===== src/rtl/inst_fetch.sv =====
// inst_fetch: instruction fetch front end driving a 1-cycle-latency SRAM,
// buffering {pc, inst} pairs in a small FIFO for decode, with branch redirect.
module inst_fetch #(
    parameter logic [31:0] RESET_PC   = 32'hbfc0_0000,
    parameter int          ADDR_WIDTH = 18,
    parameter int          FIFO_DEPTH = 2
) (
    input  logic                  clk,
    input  logic                  resetn,
    input  logic                  br_taken,
    input  logic [31:0]           br_target,
    output logic                  out_valid,
    input  logic                  out_ready,
    output logic [31:0]           out_pc,
    output logic [31:0]           out_inst,
    output logic                  inst_sram_en,
    output logic [3:0]            inst_sram_wen,
    output logic [ADDR_WIDTH-1:0] inst_sram_addr,
    output logic [31:0]           inst_sram_wdata,
    input  logic [31:0]           inst_sram_rdata
);
    localparam int PW = $clog2(FIFO_DEPTH);
    localparam int CW = PW + 1;

    logic [31:0]   pc_q, pc_d, inflight_pc_q;
    logic          inflight_q;
    logic [CW-1:0] count_q, count_d;
    logic [PW-1:0] rd_q, wr_q;
    logic [63:0]   mem_q [FIFO_DEPTH];
    logic [CW:0]   credit;
    logic          pop, push, issue;

    assign out_valid = count_q != '0;
    assign pop       = out_valid & out_ready;
    // Slots already promised: buffered entries not leaving now plus the word on its way back.
    assign credit    = {1'b0, count_q} - (CW+1)'(pop) + (CW+1)'(inflight_q);
    assign issue     = resetn & ~br_taken & (credit < (CW+1)'(FIFO_DEPTH));
    assign push      = inflight_q & ~br_taken;
    assign pc_d      = br_taken ? (br_target & ~32'h3) : issue ? pc_q + 32'd4 : pc_q;
    assign count_d   = count_q + CW'(push) - CW'(pop);

    assign inst_sram_en    = issue;
    assign inst_sram_addr  = pc_q[ADDR_WIDTH+1:2];
    assign inst_sram_wen   = 4'b0;
    assign inst_sram_wdata = 32'b0;
    assign out_pc          = mem_q[rd_q][63:32];
    assign out_inst        = mem_q[rd_q][31:0];

    always_ff @(posedge clk) begin
        if (!resetn) begin
            pc_q       <= RESET_PC;
            inflight_q <= 1'b0;
            count_q    <= '0;
            rd_q       <= '0;
            wr_q       <= '0;
        end else begin
            pc_q       <= pc_d;
            inflight_q <= issue;
            if (issue) inflight_pc_q <= pc_q;
            if (br_taken) begin
                count_q <= '0;
                rd_q    <= '0;
                wr_q    <= '0;
            end else begin
                count_q <= count_d;
                if (push) wr_q <= wr_q + PW'(1);
                if (pop) rd_q <= rd_q + PW'(1);
            end
        end
    end

    always_ff @(posedge clk) begin
        if (resetn && push) mem_q[wr_q] <= {inflight_pc_q, inst_sram_rdata};
    end
endmodule


===== config.mk =====
export PLATFORM = sky130hd
export DESIGN_NAME = inst_fetch
export DESIGN_NICKNAME = d
export VERILOG_FILES = /design/src/rtl/inst_fetch.sv
export SDC_FILE = /design/constraint.sdc
export NUM_CORES = 1
export LEC_CHECK = 0
export CAP_MARGIN = 20
export CORE_MARGIN = 1
export CORE_UTILIZATION = 50
export CTS_BUF_LIST = sky130_fd_sc_hd__clkbuf_2 sky130_fd_sc_hd__clkbuf_4 sky130_fd_sc_hd__clkbuf_8
export DETAILED_ROUTE_END_ITERATION = 8
export HOLD_SLACK_MARGIN = 0.15
export PLACE_DENSITY = 0.83
export SETUP_SLACK_MARGIN = 0.15
export SYNTH_ARGS = -nofsm -noshare
export SYNTH_HDL_FRONTEND = slang
export SYNTH_SLANG_ARGS = --single-unit

===== constraint.sdc =====
create_clock -name clk -period 10.6 [get_ports clk]
set_clock_uncertainty 0.05 [all_clocks]
set_input_delay 1.06 -clock clk [delete_from_list [all_inputs] [get_ports clk]]
set_output_delay 1.06 -clock clk [all_outputs]
set_load 0.05 [all_outputs]

Yosys cells after proc, flatten, opt, wreduce, memory -nomap -nowiden
Memory sizes are Yosys's and may differ from the RTL's. A register that Yosys moved wholly into a read port is not among the register bits.
Index checks and enable logic that the tools add are counted.
- magnitude comparators: 1
- add/sub/neg operators: 7
- muxes and demuxes: 6
- bitwise operators: 6
- reductions and logical operators: 5
- operator list (kind ; count):
    $mux W32 ; 2
    $add A32 B3 Y32 const B ; 1
    $and A1 B1 Y1 ; 4
    $mux W1 ; 4
    $reduce_bool A2 Y1 ; 2
    $add A3 B1 Y3 ; 1
    $lt A3 B2 Y1 const B ; 1
    $sub A2 B1 Y3 ; 1
    $add A1 B1 Y1 const B ; 2
    $add A2 B1 Y2 ; 1
    $not A1 Y1 ; 2
    $reduce_and A2 Y1 ; 1
    $reduce_or A2 Y1 ; 1
    $sub A2 B1 Y2 ; 1
    $logic_and A1 B1 Y1 ; 1
- bits in registers: 69
- output and inout bits: 120
- bits in writable memories: 128
- memories kept: 1
- input bits: 68
- memory list (name ; words ; width ; read ports ; clocked after Yosys merged registers in ; wr ports ; line ; text):
    mem_q ; 2 ; 64 ; 1 ; 1 ; 1 ; 29 ; logic [63:0] mem_q [FIFO_DEPTH];

Logic depth before layout (Yosys ltp)
- word-level depth: 8
- depth in mapped cells: 12
- mapped depth without buffers: 11

Worst setup path before layout
OpenSTA, ideal clock, no wires.
- path type: input port to flip-flop
- from: input port resetn
- to: memory mem_q[0][0] (enable)
- buffers on the path: 0
- setup slack: 6.019 ns
- data required time: 10.068 ns
- arrival: 4.049 ns
- cell stages on the path: 4
- cell sequence: inv_1 > nor2_2 > nand2_1 > nor2_1
- longest elaborated chain between the ends: 3
- RTL lines (item ; line ; text):
    from (decl) ; 9 ; input logic resetn,
    $logic_and A1 B1 Y1 ; 73 ; if (resetn && push) mem_q[wr_q] <= {inflight_pc_q, inst_sram_rdata};
    $mux W1 ; 73 ;
    $mux W1 (implied by the code) ; 73 ;
    to (decl) ; 29 ;
Every way passes these cells.

Worst setup path after layout
- from: input port resetn
- to: output port inst_sram_en
- longest elaborated chain between the ends: 2
- RTL lines (item ; line ; text):
    $and A1 B1 Y1 (2 in a row) ; 37 ; assign issue = resetn & ~br_taken & (credit < (CW+1)'(FIFO_DEPTH));
    to (decl) ; 16 ; output logic inst_sram_en,
Every way passes these cells.

==> results.md <==
- Outcome: complete, no violations
- Number of gates resized after cts: 0
- Placed cell count: 861
- CP delay by family, top: buffers and inverters
- NetSw: 356 µW
- Crit-path max cell delay: 0.93 ns
- Setup crit start kind: primary input
- Htree depth: 4
- Syn Area/Cell: approximately 15 µm²
- WHS Path Cells: 0
- Comb power frac: 0.103
- Max Cap Viol: 0
- Non-filler instance count after layout: between 800 and 900
- R2R cell count: 9
- Core Rows: 45
- Min-delay src: inflight_pc_q[6]$_DFFE_PP_
- Drt pass-1 iters: 5
- Post-CTS setup repair buffer count: 0
- Total CTS buffers: 17
- Post-layout nets: 740
- Post-detail-place hpwl: 10.4 mm
- Unrepaired setup endpoints after global routing: false
- Vias in the first global route: 4,623
- Die area: 16,200 µm²
- Clock Latency Late Sink: 0.46 ns
- Antenna viol nets, final: 0
- Cell Area, Synth: 7850 µm²
- Crit Path Category: primary input to output pin
- Post-synthesis sequential area ratio: 0.681
- Cts hold-fix bufs: 0
- Post-Route Utilization: 0.637
- Final setup vio count: 0
- Clk sinks: 190
- Pins Over Slew Limit: 0
- Worst path cell trace: clkdlybuf4s50_1, inv_1, nor2_2, nand2_8, inv_4, clkdlybuf4s50_1
- CTS tree: done
- DRC Markers: 0
- R2R Setup Slk: 7.47 ns
- Die H: roughly 130 µm
- Fraction of layout cells with a size suffix above 1: 0.166
- # diodes: 0
- Core Footprint: between 15,000 and 20,000 µm²
- Initial DRC count: 302
- Hold Fails Final Rpt: 0
- CP arrival: 4.17 ns
- Pwr per Cell Area: between 150 and 200 nW/µm²
- Fillers: 1,156
- CP most frequent cell: clkdlybuf4s50_1
- Peak supply drop: around 0.00009 V
- Async SR Flop Fraction: 0
- Post-synth top flop: edfxtp_1
- IO Port Bufs: 147
- Drt wl/cell: roughly 17 µm
- Gr ovfl total: 0
- Final min period: 5.28 ns
- Initial core utilization: 0.514
- Worst path required time: ~9.5 ns
- Clock Path Buffers: 2
- Leakage power: 0.00333 µW
- EDFF count, synth: ~150
- P_int: about 1200 µW
- Total GRT Usage: 0.197
- Global-route wire length before repair: 24.0 mm
- Largest net degree at the start of global routing: 40
- Least-Margin Pin Slew: just under 1 ns
- Final wirelength: 15.4 mm
- WHS Endpoint: mem_q[0][38]$_DFFE_PP_
- Worst Path Max Fanout: 22
- CP max stage cell: clkdlybuf4s50_1
- CP Buf/Inv Count: 4
- Initial antenna violation count: 0
- Vias/cell: 5.25
- Number of synthesized register bits: 190
- Vias: about 4,700
- Rel. slew slack: 0.346
- F_max: 189 MHz
- Flop pwr share: 0.553
- RePlAce Congestion: 0.815
- Die width: about 130 µm
- Switching share of power: 0.234
- RR Startpoint: count_q[1]$_SDFF_PP0_
- HP Class: flip-flop to flip-flop
- Netlist cell types: 54
- CTS root buf: clkbuf_8
- Syn Inst Count: 536
- Yosys warnings: 0
- R2R Path End: inflight_pc_q[8]$_DFFE_PP_
- Critical Path End Type: output pin
- Final period util: 0.498
- Clock power frac: 0.343
- Clock slew at reported path FFs: 0.08 ns
- Syn-to-layout area delta: 23.8%
- # IOs: 188
- Setup TNS: 0 ns
- Worst setup path start: resetn
## registers in the layout (all words and copies together) (netlist names), named ones only
register and flops:
mem_q 124, inflight_pc_q 30, pc_q 30, count_q 2, inflight_q 1, rd_q 1, wr_q 1
## how the worst max path moves through the flow
stage	endpoint	cells past startpoint
floorplan	mem_q[0][0]$_DFFE_PP_	4
global placement	inst_sram_en	6
detailed placement	inst_sram_en	6
CTS	inst_sram_en	6
global route	inst_sram_en	6
finish	inst_sram_en	6
## metal layers
layer | global-route usage | part of all wire
met5 | 0 | 0
met2 | 0.337 | 0.50
met1 | 0.243 | 0.42
met4 | 0.0812 | 0.020
met3 | 0.0406 | 0.058
## placed cells by master, fill, tap and decap left out, types with 12 or more instances in the layout
| master | netlist | routed |
|---|---|---|
| a21oi_1 | 14 | 14 |
| nor2_1 | 13 | 12 |
| clkbuf_8 | 0 | 20 |
| conb_1 | 1 | 38 |
| nand2_1 | 40 | 40 |
| nand4_1 | 15 | 15 |
| clkdlybuf4s50_1 | 0 | 147 |
| mux2_2 | 64 | 64 |
| nand3_1 | 13 | 13 |
| dfxtp_1 | 36 | 35 |
| edfxtp_1 | 154 | 154 |
## synth_stat cells (5+ instances only)
master / count / share of area
nand3_1: 13 / 0.0083
edfxtp_1: 154 / 0.59
xnor2_1: 6 / 0.0067
o211ai_1: 5 / 0.0048
and3_1: 7 / 0.0056
mux2_2: 64 / 0.092
xor2_1: 10 / 0.011
nand4_1: 15 / 0.012
buf_4: 57 / 0.055
and4_1: 5 / 0.0056
o21ai_0: 9 / 0.0057
nor2_1: 13 / 0.0062
a31oi_1: 6 / 0.0048
dfxtp_1: 36 / 0.092
clkbuf_1: 17 / 0.0081
nand2_1: 40 / 0.019
a21oi_1: 14 / 0.0089
inv_1: 9 / 0.0043
## power by group through the flow
stage                     logic (µW)  clock network [µW]  registers, µW
after floorplan                  119                   0            854
after global placement           155                   0            858
after detailed placement         157                   0            861
after CTS                        158                 530            843
after global routing             166                 560            846
final                            157                 523            843
## layout make-up
class | count | area [µm²] | area share
clock buffer | 26 | 313 | 0.0322
clock inverter | 6 | 133 | 0.0137
inverter | 10 | 40.0 | 0.00412
multi-input combinational | 298 | 2110 | 0.217
sequential | 190 | 5350 | 0.550
tap | 211 | 264 | 0.0272
timing repair buffer | 152 | 1510 | 0.155
## worst reg2reg max path: stages, from the launching register on
cell,delay [ns]
dfxtp_1,0.51
nand2_1,0.09
nor2_1,0.16
o21ai_0,0.14
fa_1,0.55
inv_1,0.10
nor2_4,0.31
nand2_8,0.12
inv_1,0.39
buf_4,0.37
## stage by stage
step | instance area, µm² | worst slack (ns) | hold WS (ns) | total power [µW]
floorplan | 7990 | 6.02 | 0.371 | 973
global placement | 9270 | 5.38 | 0.375 | 1010
detailed placement | 9270 | 5.38 | 0.382 | 1020
CTS | 9710 | 5.38 | 0.402 | 1530
global route | 9710 | 5.21 | 0.411 | 1570
finish | 9710 | 5.32 | 0.396 | 1520
## kinds of logic after synthesis
logic type | after synthesis | synth area share
AND/OR/NAND/NOR | 115 | 0.0776
adder cells (fa/ha/maj) | 3 | 0.00574
buffers and inverters | 85 | 0.0692
other | 1 | 0.000478
flip-flops | 190 | 0.681
XOR/XNOR | 17 | 0.0199
multiplexers | 68 | 0.0971
AO/OA/AOI/OAI | 57 | 0.0489
Note: power is estimated with default switching activity, not from simulation.
